<file path="config.mk">
export PLATFORM = sky130hd
export DESIGN_NAME = pool_window_gather_flat
export DESIGN_NICKNAME = d
export VERILOG_FILES = /design/src/rtl/pool_window_gather_if.sv /design/src/rtl/pool_window_gather.sv /design/src/flat_wrapper.sv
export SDC_FILE = /design/constraint.sdc
export NUM_CORES = 1
export LEC_CHECK = 0
export BUFFER_PORTS_ARGS = -buffer_cell sky130_fd_sc_hd__buf_4
export CAP_MARGIN = 20
export CORE_ASPECT_RATIO = 1.75
export CORE_UTILIZATION = 40
export DETAILED_ROUTE_END_ITERATION = 6
export SLEW_MARGIN = 10
export SYNTH_ARGS = -nofsm -noshare
export SYNTH_HDL_FRONTEND = slang
export SYNTH_SLANG_ARGS = --single-unit
</file>
<file path="constraint.sdc">
create_clock -name clk -period 3.3 [get_ports clk]
set_input_delay 0.165 -clock clk [delete_from_list [all_inputs] [get_ports clk]]
set_output_delay 0.165 -clock clk [all_outputs]
set_load 0.02 [all_outputs]
</file>
<file path="src/rtl/pool_window_gather_if.sv">
// Handshake bundle between the conv pixel stream, the window gatherer and the max-pool stage.
// master drives pixels and window back-pressure; slave is the gatherer itself.
interface pool_window_gather_if #(
    parameter int DATA_W = 8
);
    logic                     in_valid;
    logic                     in_ready;
    logic signed [DATA_W-1:0] in_data;
    logic                     in_sof;
    logic                     win_valid;
    logic                     win_ready;
    logic [4*DATA_W-1:0]      win_data;
    logic                     win_last;

    modport master (
        output in_valid, in_data, in_sof, win_ready,
        input  in_ready, win_valid, win_data, win_last
    );

    modport slave (
        input  in_valid, in_data, in_sof, win_ready,
        output in_ready, win_valid, win_data, win_last
    );
endinterface

</file>
<file path="src/rtl/pool_window_gather.sv">
// Collects 2x2 non-overlapping windows from a raster pixel stream and packs them
// as {BR, BL, TR, TL} for the max-pool stage, with lossless valid/ready flow control.
module pool_window_gather #(
    parameter int DATA_W = 8,
    parameter int IMG_W  = 24,
    parameter int IMG_H  = 24
) (
    input  logic               clk,
    input  logic               rst_n,
    pool_window_gather_if.slave bus
);
    localparam int COL_W = (IMG_W > 2) ? $clog2(IMG_W) : 1;
    localparam int ROW_W = (IMG_H > 2) ? $clog2(IMG_H) : 1;
    localparam logic [COL_W-1:0] COL_LAST = COL_W'(IMG_W - 1);
    localparam logic [ROW_W-1:0] ROW_LAST = ROW_W'(IMG_H - 1);

    if ((IMG_W % 2) != 0 || IMG_W < 2 || (IMG_H % 2) != 0 || IMG_H < 2) begin : g_bad_geometry
        $error("pool_window_gather: IMG_W and IMG_H must be even and >= 2");
    end

    function automatic logic [4*DATA_W-1:0] pack_window(
        input logic signed [DATA_W-1:0] tl,
        input logic signed [DATA_W-1:0] tr,
        input logic signed [DATA_W-1:0] bl,
        input logic signed [DATA_W-1:0] br
    );
        return {br, bl, tr, tl};
    endfunction

    logic                     w_accept;
    logic                     w_consume;
    logic                     w_load;
    logic                     w_last;
    logic [COL_W-1:0]         w_col;
    logic [ROW_W-1:0]         w_row;
    logic [COL_W-1:0]         w_col_nxt;
    logic [ROW_W-1:0]         w_row_nxt;
    logic signed [DATA_W-1:0] w_tl;
    logic signed [DATA_W-1:0] w_tr;

    logic [COL_W-1:0]         r_col;
    logic [ROW_W-1:0]         r_row;
    logic signed [DATA_W-1:0] r_hold_p0;
    logic signed [DATA_W-1:0] r_linebuf [IMG_W];
    logic [4*DATA_W-1:0]      r_win_data_p1;
    logic                     r_win_vld_p1;
    logic                     r_win_last_p1;

    // Single-entry output register: refill is allowed in the same cycle it drains.
    assign bus.in_ready  = !r_win_vld_p1 | bus.win_ready;
    assign bus.win_valid = r_win_vld_p1;
    assign bus.win_data  = r_win_data_p1;
    assign bus.win_last  = r_win_last_p1;

    assign w_accept  = bus.in_valid & bus.in_ready;
    assign w_consume = r_win_vld_p1 & bus.win_ready;

    // in_sof pins the accepted beat to (0,0), abandoning any half-built window.
    assign w_col = bus.in_sof ? '0 : r_col;
    assign w_row = bus.in_sof ? '0 : r_row;

    assign w_load = w_accept & w_row[0] & w_col[0];
    assign w_last = (w_row == ROW_LAST) && (w_col == COL_LAST);
    assign w_tl   = r_linebuf[w_col - COL_W'(1)];
    assign w_tr   = r_linebuf[w_col];

    always_comb begin
        w_col_nxt = w_col + COL_W'(1);
        w_row_nxt = w_row;
        if (w_col == COL_LAST) begin
            w_col_nxt = '0;
            w_row_nxt = (w_row == ROW_LAST) ? '0 : w_row + ROW_W'(1);
        end
    end

    // p0: raster position and bottom-left hold
    always_ff @(posedge clk or negedge rst_n) begin
        if (!rst_n) begin
            r_col     <= '0;
            r_row     <= '0;
            r_hold_p0 <= '0;
        end else if (w_accept) begin
            r_col <= w_col_nxt;
            r_row <= w_row_nxt;
            if (w_row[0] && !w_col[0]) begin
                r_hold_p0 <= bus.in_data;
            end
        end
    end

    always_ff @(posedge clk) begin
        if (w_accept && !w_row[0]) begin
            r_linebuf[w_col] <= bus.in_data;
        end
    end

    // p1: packed window towards the pool stage
    always_ff @(posedge clk or negedge rst_n) begin
        if (!rst_n) begin
            r_win_vld_p1  <= 1'b0;
            r_win_data_p1 <= '0;
            r_win_last_p1 <= 1'b0;
        end else if (w_load) begin
            r_win_vld_p1  <= 1'b1;
            r_win_data_p1 <= pack_window(w_tl, w_tr, r_hold_p0, bus.in_data);
            r_win_last_p1 <= w_last;
        end else if (w_consume) begin
            r_win_vld_p1 <= 1'b0;
        end
    end
endmodule

</file>
<file path="src/flat_wrapper.sv">
// flat-port wrapper written by rule: the top's interface ports become plain ports
module pool_window_gather_flat 
#(
    parameter int DATA_W = 8,
    parameter int IMG_W  = 24,
    parameter int IMG_H  = 24
)
  (clk, rst_n, bus_in_valid, bus_in_data, bus_in_sof, bus_win_ready, bus_in_ready, bus_win_valid, bus_win_data, bus_win_last);
  pool_window_gather_if #(.DATA_W(DATA_W)) bus_i ();
  input  logic clk;
  input  logic rst_n;
  input wire logic [$bits(bus_i.in_valid)-1:0] bus_in_valid;
  input wire logic [$bits(bus_i.in_data)-1:0] bus_in_data;
  input wire logic [$bits(bus_i.in_sof)-1:0] bus_in_sof;
  input wire logic [$bits(bus_i.win_ready)-1:0] bus_win_ready;
  output wire logic [$bits(bus_i.in_ready)-1:0] bus_in_ready;
  output wire logic [$bits(bus_i.win_valid)-1:0] bus_win_valid;
  output wire logic [$bits(bus_i.win_data)-1:0] bus_win_data;
  output wire logic [$bits(bus_i.win_last)-1:0] bus_win_last;
  assign bus_i.in_valid = bus_in_valid;
  assign bus_i.in_data = bus_in_data;
  assign bus_i.in_sof = bus_in_sof;
  assign bus_i.win_ready = bus_win_ready;
  assign bus_in_ready = bus_i.in_ready;
  assign bus_win_valid = bus_i.win_valid;
  assign bus_win_data = bus_i.win_data;
  assign bus_win_last = bus_i.win_last;
  pool_window_gather #(.DATA_W(DATA_W), .IMG_W(IMG_W), .IMG_H(IMG_H)) u_core (.clk(clk), .rst_n(rst_n), .bus(bus_i));
endmodule
</file>
* After elaboration in Yosys (flattened, before gate mapping)
Memories as Yosys holds them, arrays and structs flattened. A register that Yosys moved wholly into a read port is not among the register bits.
Cells that the tools add are included.
** Operators by class
- Add/sub/neg operators :: 3
- Equal/unequal tests :: 2
- Mux-type cells :: 9
- Bitwise gates (word level) :: 5
- Reduce and logical (&&, ||, !) cells :: 10
** Operators with widths (count)
- 5-bit two-way mux :: 5
- 5-bit by 1-bit adder with 5-bit output (second input constant) :: 2
- 5-bit equality test (second input constant) :: 2
- 1-bit logical NOT :: 5
- 5-bit by 1-bit subtractor with 5-bit output (second input constant) :: 1
- 1-bit bitwise AND :: 4
- 1-bit two-way mux :: 4
- 1-bit logical AND :: 3
- 2-bit AND reduction :: 1
- 2-bit nonzero test :: 1
- 1-bit bitwise OR :: 1
** Word-level totals
- Bits in registers :: 52
- Memory bits (writable) :: 192
- Bits of input ports :: 13
- Output and inout bits :: 35
- Word-level logic and storage cells :: 36
- Memories kept :: 1
** Memory list
- u_core.r_linebuf :: words 24, bits a word 8, read ports 2, clocked after Yosys merged registers in 2, write ports 1, RTL line pool_window_gather.sv:44 : logic signed [DATA_W-1:0] r_linebuf [IMG_W];

* Depth between registers and ports, before layout
- Depth in word-level cells :: 6
- Depth in mapped cells :: 13
- Gate-level depth less buffers :: 8

* Least setup slack after synthesis
Ideal clock, no wire load.
- Path type :: register to register
- Start :: register u_core.r_col[0]
- End :: memory u_core.r_linebuf[8][0] (enable)
- Library setup time :: 0.383 ns
- Arrival :: 2.770 ns
- Required time :: 2.917 ns
- Path slack :: 0.146 ns
- Cell stages (with the launch flop) :: 12
- Path buffers :: 6
- Clock period less this slack :: 3.154 ns
- Cells stage by stage :: dfrtp_1 > nor2b_1 > buf_2 > inv_2 > buf_2 > buf_2 > ha_1 > buf_4 > buf_2 > buf_1 > nand2_1 > nor3_1
** Between the ends
- Word-level cells in the longest chain between the ends :: 1
** Ends and longest elaborated chain
- start, declared :: RTL line pool_window_gather.sv:41 : logic [COL_W-1:0] r_col;
- start signal, assigned :: RTL line pool_window_gather.sv:83 : r_col <= w_col_nxt;
- 5-bit two-way mux :: RTL line pool_window_gather.sv:59 : assign w_col = bus.in_sof ? '0 : r_col;
- end, declared :: RTL line pool_window_gather.sv:44
Every way passes these cells.

* Final worst setup path
- Start :: register u_core.r_col[2]
- End :: memory u_core.r_linebuf[0][6] (enable)
Same word-level chain as after synthesis.

==> reports/qor.csv <==
stage,metric,value,unit
sta,Highest Clock Rate,0.3384,GHz
global_routing,largest net degree at the start of global routing,104,
clock_tree,CTS tree,done,
min_path,Hold Path Class,input pin to register,
place,gp weighted congestion,1.018,
cells_and_area,layout cells sized above 1,0.1839,
sta,Slew Limit Fails,0,
synthesis,"Net Count, Synth",1011,
power_and_ir_drop,sw frac,0.2919,
sta,final setup vio count,0,
synthesis,Post-Syn Instances,996,
die,Die W,131.6,µm
cells_and_area,area grow syn2layout,15.03,%
clock_tree,post_cts resized,0,
die,Initial Util,0.4094,
die,core area,28730,µm²
worst_setup_path,"Data required, critical path",3.47,ns
worst_setup_path,Setup Crit Path Kind,register to register,
sta,fin crit share,0.8954,
die,row cnt,82,
synthesis,"FF+latch count, synth",244,
power_and_ir_drop,NetSw,2.338,mW
drt,count of TritonRoute iterations in the first routing pass,5,
drt,drt initial violations,1042,
sta,"Hold Vio Cnt, Final",0,
cells_and_area,FILL cells,2642,
drt,WL/cell,26.89,µm
synthesis,async set-or-reset flop fraction in the synthesized netlist,0.2131,
worst_setup_path,r2r endpoint,u_core.r_linebuf[0][6],
drt,total number of vias,8985,
sta,WHS,0.03203,ns
clock_tree,clk sinks,244,
synthesis,top_reg_cell synth,edfxtp_1,
clock_tree,htree depth,1,
power_and_ir_drop,Power Density,592.2,nW/µm²
sta,RSZ-0062 raised after global routing,no,
worst_setup_path,reg-to-reg startpoint,u_core.r_col[2],
power_and_ir_drop,Leakage,4.806,nW
drt,vias per inst,6.222,
clock_tree,Worst-Skew Late Latency,0.54,ns
worst_setup_path,crit path capture,u_core.r_linebuf[0][6],
synthesis,Yosys warning count,0,
worst_setup_path,CP arrival,3.12,ns
sta,worst relative slew slack,0.2734,
drt,antenna violation net count after detailed routing,0,
worst_setup_path,Critical Path Start Type,register,
sta,setup TNS,0,ns
clock_tree,total CTS buffers,24,
worst_setup_path,CP startpoint,u_core.r_col[2],
power_and_ir_drop,Comb pwr share,0.199,
job,total of max-cap violations,0,
global_routing,global route overflow,0,
global_routing,vias in the first global route,8865,
cells_and_area,diodes inserted,0,
synthesis,Synth cell types,70,
die,die height,228.8,µm
global_routing,initial antenna violation count,0,
clock_tree,"CTS clk-pin slew, worst paths",0.07,ns
synthesis,register area share after synthesis,0.6009,
drt,Final Routed Wirelength,38.83,mm
place,Port Buffers,47,
power_and_ir_drop,Clk network pwr share,0.371,
power_and_ir_drop,Cell Int Power,5.673,mW
drt,DRC Markers,0,
die,Die ar.,30120,µm²
worst_setup_path,CP Max Fanout,13,
power_and_ir_drop,sequential power share,0.430,
die,# IOs,48,
cells_and_area,Util after Layout,0.4709,
synthesis,syn avg cell area,11.81,µm²
clock_tree,Max clock buf depth,3,
sta,Final min period,2.955,ns
global_routing,first-pass GRT wire length,56.87,mm
cells_and_area,Total Nets Final,1064,
sta,worst slew pin tran,1.082,ns
clock_tree,CTS root buf,clkbuf_16,
run_status,status,finished clean,
sta,Worst Skew,0.01150,ns
place,hpwl dp,26.17,mm
worst_setup_path,slack of the worst reg-to-reg path,0.35,ns
power_and_ir_drop,Worst VDD drop,0.3553,mV
synthesis,"EDFF count, synth",192,
worst_setup_path,cells on worst reg2reg path,3,
global_routing,GRT Overall Usage,0.2571,
synthesis,cell area after synthesis,11760,µm²
worst_setup_path,Worst Setup End Kind,register,
clock_tree,Setup Buffers After CTS,0,
worst min path at each step:
stage,from,endpoint,slack (ns),cells after the start
floorplan,rst_n,u_core.bus.win_data[0],-0.13,0
detailed placement,rst_n,u_core.r_col[4],0.27,1
global placement,rst_n,u_core.r_col[4],0.26,1
CTS,bus_in_data[3],u_core.bus.win_data[27],0.02,3
global route,bus_in_data[3],u_core.bus.win_data[27],0.03,3
finish,bus_in_data[3],u_core.bus.win_data[27],0.03,3
layout by cell type, fill, tap and decap left out, drive strengths merged, types with 13 or more instances in the layout:
cell type | netlist | routed
edfxtp | 192 | 192
nand2 | 124 | 124
buf | 56 | 105
nor2 | 69 | 69
o21ai | 64 | 64
dfrtp | 52 | 52
mux2i | 34 | 34
nor3 | 34 | 34
a31oi | 34 | 34
a21oi | 30 | 30
nand3 | 27 | 27
clkbuf | 24 | 27
nor2b | 23 | 23
or3 | 22 | 22
mux2 | 17 | 17
a211oi | 17 | 17
inv | 15 | 16
o32a | 13 | 13
routing by layer:
metal	track usage	vias to the layer above	part of all wire	routed length, µm
met5	0	-	0	0
met2	0.4408	467	0.50	19330
met4	0.2071	0	0.089	3464
met3	0.02506	152	0.061	2355
met1	0.2908	4427	0.35	13680
li1	-	3939	-	-
per-stage QoR:
| step | total power [mW] | std cells | cell area (µm²) | worst slack, ns |
|---|---|---|---|---|
| after floorplan | 4.475 | 996 | 11760 | 0.1461 |
| after global placement | 5.069 | 1399 | 12660 | 0.2965 |
| after detailed placement | 5.069 | 1399 | 12660 | 0.2717 |
| after CTS | 8.026 | 1444 | 13530 | 0.2475 |
| after global routing | 8.219 | 1444 | 13530 | 0.2994 |
| final | 8.012 | 1444 | 13530 | 0.3451 |
layout make-up:
| cell class | instances | area (µm²) | share of cell area |
|---|---|---|---|
| sequential | 244 | 7074 | 0.5229 |
| multi-input combinational | 657 | 4235 | 0.3131 |
| timing repair buffer | 107 | 845.8 | 0.06252 |
| clock buffer | 27 | 633.1 | 0.04680 |
| tap | 378 | 473.0 | 0.03496 |
| clock inverter | 16 | 210.2 | 0.01554 |
| inverter | 15 | 56.30 | 0.004162 |
cells in the mapped netlist (all sizes together), types with 6 or more instances:
master,number,share of area
edfxtp,192,0.49
nand2,124,0.040
nor2,69,0.022
o21ai,64,0.028
buf,56,0.027
dfrtp,52,0.11
a31oi,34,0.019
mux2i,34,0.029
nor3,34,0.015
a21oi,30,0.014
nand3,27,0.011
clkbuf,24,0.0077
nor2b,23,0.012
or3,22,0.012
a211oi,17,0.011
mux2,17,0.016
inv,15,0.0048
o32a,13,0.011
o211ai,12,0.0077
a311oi,10,0.0074
o32ai,10,0.0074
a221oi,8,0.0060
mux4,8,0.015
o221a,8,0.0077
o22a,8,0.0060
or4b,7,0.0060
a2111oi,6,0.0045
nand2b,6,0.0032
registers in the layout, summed over array words and instances, names as in the netlist:
register / flops
u_core.bus.win_last: 1
u_core.bus.win_valid: 1
u_core.r_hold_p0: 8
u_core.bus.win_data: 32
u_core.r_col: 5
u_core.r_linebuf: 192
u_core.r_row: 5
logic make-up after synthesis:
kind of cell | Yosys count | synth area share
simple gates | 336 | 0.1372
compound gates | 258 | 0.1579
flops | 244 | 0.6009
buf+inv | 95 | 0.03979
mux | 59 | 0.06054
xor+xnor | 2 | 0.001490
fa+ha+maj | 2 | 0.002128
power groups by stage:
stage               registers (mW)  clock network, mW  logic [mW]
floorplan                     3.48                  0       0.996
global placement              3.51                  0        1.56
detailed placement            3.51                  0        1.56
CTS                           3.44               3.02        1.57
global route                  3.45               3.10        1.67
finish                        3.44               2.98        1.59
critical path, cell delays in order (launching register included):
cell and delay [ns]:
dfrtp_1 0.55, nor3_1 0.94, nor2_1 0.38, nor2_1 0.71
what timing repair did:
item | in CTS | in global routing
endpoints found under the hold margin | 53 | 0
hold buffers | 2 | 0
setup endpoints to repair | 0 | 0
Power figures use the tool's default switching activity.
